<file path="src/rtl/oled_init_ctrl.sv">
// Power-up sequencer for an SSD1306-class OLED: pulses the panel reset, then
// streams CMD_COUNT command bytes from the command RAM over 4-wire SPI (mode 0).
//
// state    | meaning
// IDLE     | waiting for start; done holds the result of the last run
// RES_LOW  | panel reset asserted
// RES_WAIT | panel reset released, settling before the first fetch
// FETCH    | command RAM read issued for the current index
// LATCH    | RAM output captured into the shift register
// SHIFT    | byte clocked out MSB first, chip select low
// GAP      | chip select high between bytes
// DONE     | last byte sent, flags updated on exit
module oled_init_ctrl #(
  parameter int CMD_COUNT       = 26,
  parameter int ADDR_WIDTH      = 5,
  parameter int CLK_DIV         = 4,
  parameter int RES_LOW_CYCLES  = 1000,
  parameter int RES_WAIT_CYCLES = 1000
) (
  input  logic                  clk,
  input  logic                  rst_n,
  input  logic                  start,
  output logic                  cmd_re_n,
  output logic [ADDR_WIDTH-1:0] cmd_addr,
  input  logic [7:0]            cmd_data,
  output logic                  oled_res_n,
  output logic                  oled_cs_n,
  output logic                  oled_dc,
  output logic                  oled_sclk,
  output logic                  oled_sdin,
  output logic                  busy,
  output logic                  done
);

  typedef enum logic [2:0] {
    S_IDLE, S_RES_LOW, S_RES_WAIT, S_FETCH, S_LATCH, S_SHIFT, S_GAP, S_DONE
  } state_t;

  localparam logic [ADDR_WIDTH-1:0] LAST_IDX = ADDR_WIDTH'(CMD_COUNT - 1);
  localparam logic [15:0] LOW_LOAD  = 16'(RES_LOW_CYCLES - 1);
  localparam logic [15:0] WAIT_LOAD = 16'(RES_WAIT_CYCLES - 1);
  localparam logic [15:0] DIV_LOAD  = 16'(CLK_DIV - 1);

  state_t                state, state_nxt;
  logic [15:0]           tmr, tmr_nxt;
  logic [2:0]            bit_cnt, bit_cnt_nxt;
  logic [7:0]            shreg, shreg_nxt;
  logic [ADDR_WIDTH-1:0] addr_nxt;
  logic                  re_n_nxt, res_n_nxt, cs_n_nxt, sclk_nxt, sdin_nxt;
  logic                  busy_nxt, done_nxt;

  always_ff @(posedge clk or negedge rst_n) begin
    if (!rst_n) begin
      state      <= S_IDLE;
      tmr        <= '0;
      bit_cnt    <= '0;
      shreg      <= '0;
      cmd_re_n   <= 1'b1;
      cmd_addr   <= '0;
      oled_res_n <= 1'b1;
      oled_cs_n  <= 1'b1;
      oled_dc    <= 1'b0;
      oled_sclk  <= 1'b0;
      oled_sdin  <= 1'b0;
      busy       <= 1'b0;
      done       <= 1'b0;
    end else begin
      state      <= state_nxt;
      tmr        <= tmr_nxt;
      bit_cnt    <= bit_cnt_nxt;
      shreg      <= shreg_nxt;
      cmd_re_n   <= re_n_nxt;
      cmd_addr   <= addr_nxt;
      oled_res_n <= res_n_nxt;
      oled_cs_n  <= cs_n_nxt;
      oled_dc    <= 1'b0;
      oled_sclk  <= sclk_nxt;
      oled_sdin  <= sdin_nxt;
      busy       <= busy_nxt;
      done       <= done_nxt;
    end
  end

  always_comb begin
    state_nxt   = state;
    tmr_nxt     = tmr;
    bit_cnt_nxt = bit_cnt;
    shreg_nxt   = shreg;
    re_n_nxt    = cmd_re_n;
    addr_nxt    = cmd_addr;
    res_n_nxt   = oled_res_n;
    cs_n_nxt    = oled_cs_n;
    sclk_nxt    = oled_sclk;
    sdin_nxt    = oled_sdin;
    busy_nxt    = busy;
    done_nxt    = done;
    case (state)
      S_IDLE: begin
        if (start) begin
          state_nxt = S_RES_LOW;
          busy_nxt  = 1'b1;
          done_nxt  = 1'b0;
          addr_nxt  = '0;
          res_n_nxt = 1'b0;
          tmr_nxt   = LOW_LOAD;
        end
      end
      S_RES_LOW: begin
        if (tmr == 16'd0) begin
          state_nxt = S_RES_WAIT;
          res_n_nxt = 1'b1;
          tmr_nxt   = WAIT_LOAD;
        end else begin
          tmr_nxt = tmr - 16'd1;
        end
      end
      S_RES_WAIT: begin
        if (tmr == 16'd0) begin
          state_nxt = S_FETCH;
          re_n_nxt  = 1'b0;
        end else begin
          tmr_nxt = tmr - 16'd1;
        end
      end
      S_FETCH: begin
        state_nxt = S_LATCH;
        re_n_nxt  = 1'b1;
      end
      S_LATCH: begin
        // MSB goes straight to the pin; the rest waits in the shift register
        state_nxt   = S_SHIFT;
        shreg_nxt   = {cmd_data[6:0], 1'b0};
        sdin_nxt    = cmd_data[7];
        cs_n_nxt    = 1'b0;
        sclk_nxt    = 1'b0;
        bit_cnt_nxt = 3'd7;
        tmr_nxt     = DIV_LOAD;
      end
      S_SHIFT: begin
        if (tmr == 16'd0) begin
          tmr_nxt = DIV_LOAD;
          if (!oled_sclk) begin
            sclk_nxt = 1'b1;
          end else if (bit_cnt == 3'd0) begin
            state_nxt = S_GAP;
            cs_n_nxt  = 1'b1;
            sclk_nxt  = 1'b0;
          end else begin
            sclk_nxt    = 1'b0;
            sdin_nxt    = shreg[7];
            shreg_nxt   = {shreg[6:0], 1'b0};
            bit_cnt_nxt = bit_cnt - 3'd1;
          end
        end else begin
          tmr_nxt = tmr - 16'd1;
        end
      end
      S_GAP: begin
        if (tmr == 16'd0) begin
          if (cmd_addr == LAST_IDX) begin
            state_nxt = S_DONE;
          end else begin
            state_nxt = S_FETCH;
            addr_nxt  = cmd_addr + 1'b1;
            re_n_nxt  = 1'b0;
          end
        end else begin
          tmr_nxt = tmr - 16'd1;
        end
      end
      S_DONE: begin
        state_nxt = S_IDLE;
        busy_nxt  = 1'b0;
        done_nxt  = 1'b1;
      end
      default: state_nxt = S_IDLE;
    endcase
  end

endmodule

</file>
<file path="config.mk">
export PLATFORM = sky130hd
export DESIGN_NAME = oled_init_ctrl
export DESIGN_NICKNAME = d
export VERILOG_FILES = /design/src/rtl/oled_init_ctrl.sv
export SDC_FILE = /design/constraint.sdc
export NUM_CORES = 1
export LEC_CHECK = 0
export ABC_CLOCK_PERIOD_IN_PS = 3240
export CAP_MARGIN = 25
export CORE_MARGIN = 1
export CORE_UTILIZATION = 30
export CTS_BUF_LIST = sky130_fd_sc_hd__clkbuf_4 sky130_fd_sc_hd__clkbuf_8
export DETAILED_ROUTE_END_ITERATION = 10
export PLACE_DENSITY = 0.47
export RECOVER_POWER = 25
export SYNTH_ARGS = -nofsm -noshare
export SYNTH_HDL_FRONTEND = slang
export SYNTH_SLANG_ARGS = --single-unit
</file>
<file path="constraint.sdc">
create_clock -name clk -period 3.24 [get_ports clk]
set_clock_uncertainty 0.15 [all_clocks]
set_input_delay 0.648 -clock clk [delete_from_list [all_inputs] [get_ports clk]]
set_output_delay 0.648 -clock clk [all_outputs]
set_load 0.01 [all_outputs]
</file>
# Word-level counts from Yosys, hierarchy flattened
# Cells that the tools add are included.
# classes
n_addsub,3
mul,0
div_mod_pow,0
n_lt_le_gt_ge,0
n_eq_ne,18
n_shift,0
muxes,47
bitwise,0
n_reduce_logical,19
# ops
op,n
$pmux W16 S5,1
$mux W16,4
$mux W3,11
$mux W8,3
$pmux W3 S8,1
$ne A2 B2 Y1 const B,10
$logic_not A16 Y1,1
$pmux W8 S2,1
$reduce_and A4 Y1,4
$sub A16 B1 Y16 const B,1
$mux W5,3
$mux W1,14
$eq A3 B3 Y1 const B,4
$pmux W1 S2,6
$pmux W5 S2,1
$reduce_bool A2 Y1,4
$reduce_and A7 Y1,1
$eq A3 B2 Y1 const B,2
$logic_not A3 Y1,2
$pmux W3 S2,1
$reduce_and A3 Y1,2
$add A5 B1 Y5 const B,1
$eq A5 B5 Y1 const B,1
$reduce_bool A5 Y1,1
other kinds (6),7
# word_totals
reg_bits,42
latch_bits,0
mem_bits_rw,0
romBits,0
inputBits,11
output_inout_bits,13
memories,0

# Depth between registers and ports, before layout
# logic_depth
depth_word,5
mapped_depth,9
mapped_depth_nobuf,7

# Least setup slack after synthesis
# OpenSTA, ideal clock, no wires.
# synth_path
path_type,reg-to-reg
startpoint,reg state[0]
endpoint,reg tmr[11]
setup_ns,0.126
arrival_time_ns,1.834
required_time_ns,2.964
setup_slack_ns,1.130
path_stages_with_launch,8
n_path_buf,0
synth_period_minus_slack_ns,2.110
path_cell_list,dfrtp_1 inv_1 ha_1 or3b_2 nand2b_1 a211o_1 nor3_1 a311o_1
# synth_between
elab_chain_len,4
# synth_rtl
element,line,source
start: declaration,44,"state_t state, state_nxt;"
start signal: assignment,68,state <= state_nxt;
$eq A3 B3 Y1 or $eq A3 B2 Y1 (tied branches),97,case (state)
$reduce_or A2 Y1 (no line),n/a,
$reduce_bool A5 Y1 (no line) or $ne A2 B2 Y1 (tied branches),n/a,
$reduce_and A3 Y1 (no line),n/a,
end signal: assignment,69,tmr <= tmr_nxt;
end: declaration,45,"logic [15:0] tmr, tmr_nxt;"
# Several ways; a longest one is shown, not always the timed one.
# A chain may end at the register's enable or synchronous reset.

# Final worst setup path
# layout_path
startpoint,reg state[0]
endpoint,reg tmr[5]
# The elaborated chain is that of the path after synthesis.

==> results.cfg <==
[floorplan]
pin_count = 24
fp.dieH_microns = 92.9
rows = 32
dieWidth_microns = 92.9
initial_core_util = 0.316
fp.dieArea_sq_mm = 0.00863
fp.coreArea_sq_mm = 0.00785

[global_route]
grt_pass1_wl_mm = 10.6
grt_pass1_vias = 2025
grt_max_degree = 42
grt_remaining_overflow = 0
grtUsageTotal = 0.158
antenna_found_initial = 0

[placed_design]
dp_hpwl_mm = 4.30
gp_congestion = 0.761
dpl_cell_area_sq_mm = 0.00281
numPortBuffers = 22

[yosys]
syn_nets = 279
ys_warn_count = 0
synth_seq_cells = 41
netlist_area_sq_mm = 0.00248
async_flop_share = 1.00
ys_seq_area_frac = 0.416
ys.flop_type = dfrtp_1
synth.distinct_cells = 62
synth_edf_count = 0
synth_area_per_cell_sq_um = 9.64
syn_inst = 257

[cts]
cts_buffers = 5
clock_path_buffers = 2
cts_setup_buffers = 0
clkTransAtPathRegs_ns = 0.09
htree_num_levels = 2
cts_resized = 0
cts_sinks = 41
cts_tree = built
postCtsHoldBufs = 0
clk_latency_ns = 0.30
cts-root-buf = clkbuf_8

[timing]
max_clock_freq_mhz = 392
timing.final.hold_violations = 0
period_share = 0.787
setup_viol = 0
final.setup.tns_ns = 0
post-route-min-period_ns = 2.55
tightest_slew_ns = 1.63
fin_worst_hold_slack_ns = 0.219
rsz0062_at_grt = false
slew_violations = 30
relSlewSlack = -0.0892

[finish]
syn2layout_area_growth_pct = 18.9
fin_util = 0.375
drive_gt1_frac = 0.116
fillers = 823
num_antenna_cells = 0
nNetsFinal = 305
postLayoutCellArea_sq_mm = 0.00295

[routing]
drc_errors = 0
dr_wl_met3_microns = 193
num_vias = 2045
drtIter0Drc = 84
wl_mm = 6.11
post_drt_via_cell_ratio = 5.30
postRouteAntennaNets = 0
wl_met1_mm = 3.09
dr.max_layer_used = met4
wl_met2_mm = 2.74
drt_pass1_iterations = 4
wl_per_cell_microns = 15.8

[worst_setup_path]
crit_path_end_kind = flip-flop
critPathLaunchType = flip-flop
cp_data_required_time_ns = 3.24
crit_path_max_fanout = 9
crit_type = reg -> reg
arrival_ns = 2.55

[outcome]
status = finished, violations left
violations = capacitance limit, slew limit

[power_and_ir_drop]
ir_drop_mv = 0.235
power.density_mw_per_mm2 = 350
leakagePower_uw = 0.00120
power_uw = 1030

[flow_run]
max_cap_violations = 1

[min_path]
hp-class = in -> async
[cells by family (layout without fill, tap and decap cells)]
family	Yosys count	in the layout	synth area share
flops	41	41	0.416
xor+xnor	5	5	0.0177
simple gates	105	105	0.253
compound gates	73	73	0.212
other cells	1	1	0.00151
fa+ha+maj	11	11	0.0556
mux	2	2	0.0106
buf+inv	19	46	0.0343
[where the power goes]
part | internal (uW) | switching, uW
Clock | 306 | 192
Sequential | 511 | 0
Combinational | 9.89 | 13.1
Total | 828 | 205
[cell usage in the layout (no fill, tap or decap), drive strengths merged, types with 3 or more instances in the layout]
master	count
o21ai	12
buf	5
o32a	7
nand4	7
nor2	23
clkdlybuf4s50	21
a21oi	21
a2bb2oi	5
dfstp	3
and4	3
nand3	9
nor3	8
a21o	4
inv	10
dfrtp	38
ha	11
nor4	3
xor2	3
clkbuf	7
nand2	26
or3	6
nor4b	4
and2	3
o21a	8
[critical path, cell delays in order, from the launching register on]
cell and delay (ns):
dfrtp_1 0.42, inv_1 0.12, ha_1 0.35, nor2_1 0.25
o21a_1 0.27, a211oi_1 0.69, a2bb2oi_1 0.14
[flip-flops by register name, indices dropped and copies added (netlist names)]
name	cells
busy	1
oled_cs_n	1
cmd_addr	5
oled_res_n	1
oled_sdin	1
state	3
shreg	7
oled_sclk	1
cmd_re_n	1
bit_cnt	3
tmr	16
done	1
[cells in the mapped netlist (4+ instances only)]
cell       count  area share
nor3_1         6       0.012
o21a_1         8       0.024
a2bb2oi_1      5       0.018
nand2_1       24       0.036
a21oi_1       21       0.042
clkbuf_1       4      0.0061
nand3_1        8       0.016
nor2_1        23       0.035
ha_1          11       0.056
inv_1         10       0.015
nand4_1        6       0.015
or3_1          6       0.015
o32a_1         7       0.028
o21ai_0       10       0.020
a21o_1         4       0.012
dfrtp_1       38        0.38
[metrics by stage]
stage | worst slack, ns | cells
after global placement | 0.617 | 377
after floorplan | 1.13 | 257
after detailed placement | 0.556 | 377
after global routing | 0.270 | 386
after CTS | 0.640 | 385
final | 0.689 | 386
[layer usage]
layer,vias to the layer above,GRT usage
met2,34,0.251
met4,0,0.0500
met1,1001,0.215
met5,-,0
met3,7,0.0304
li1,1003,-
[area by class of cell]
type / instances / area, sq um / area share
Inverter: 10 / 37.5 / 0.0127
Clock inverter: 3 / 65.1 / 0.0221
Tap cell: 102 / 128 / 0.0433
Timing Repair Buffer: 28 / 255 / 0.0866
Sequential cell: 41 / 1030 / 0.349
Clock buffer: 5 / 68.8 / 0.0234
Multi-Input combinational cell: 197 / 1360 / 0.462
[path summary, 6_finish.rpt]
kind | start | endpoint | slack, ns | cells after the start
hold reg to reg | oled_cs_n | oled_cs_n | 0.34 | 2
min in group clk | oled_cs_n | oled_cs_n | 0.34 | 2
max in group asynchronous | rst_n | tmr[14] | 0.76 | 2
hold / removal | rst_n | tmr[9] | 0.22 | 1
setup / recovery | state[0] | tmr[5] | 0.69 | 6
setup reg to reg | state[0] | tmr[5] | 0.69 | 6
(Power assumes the default switching activity.)
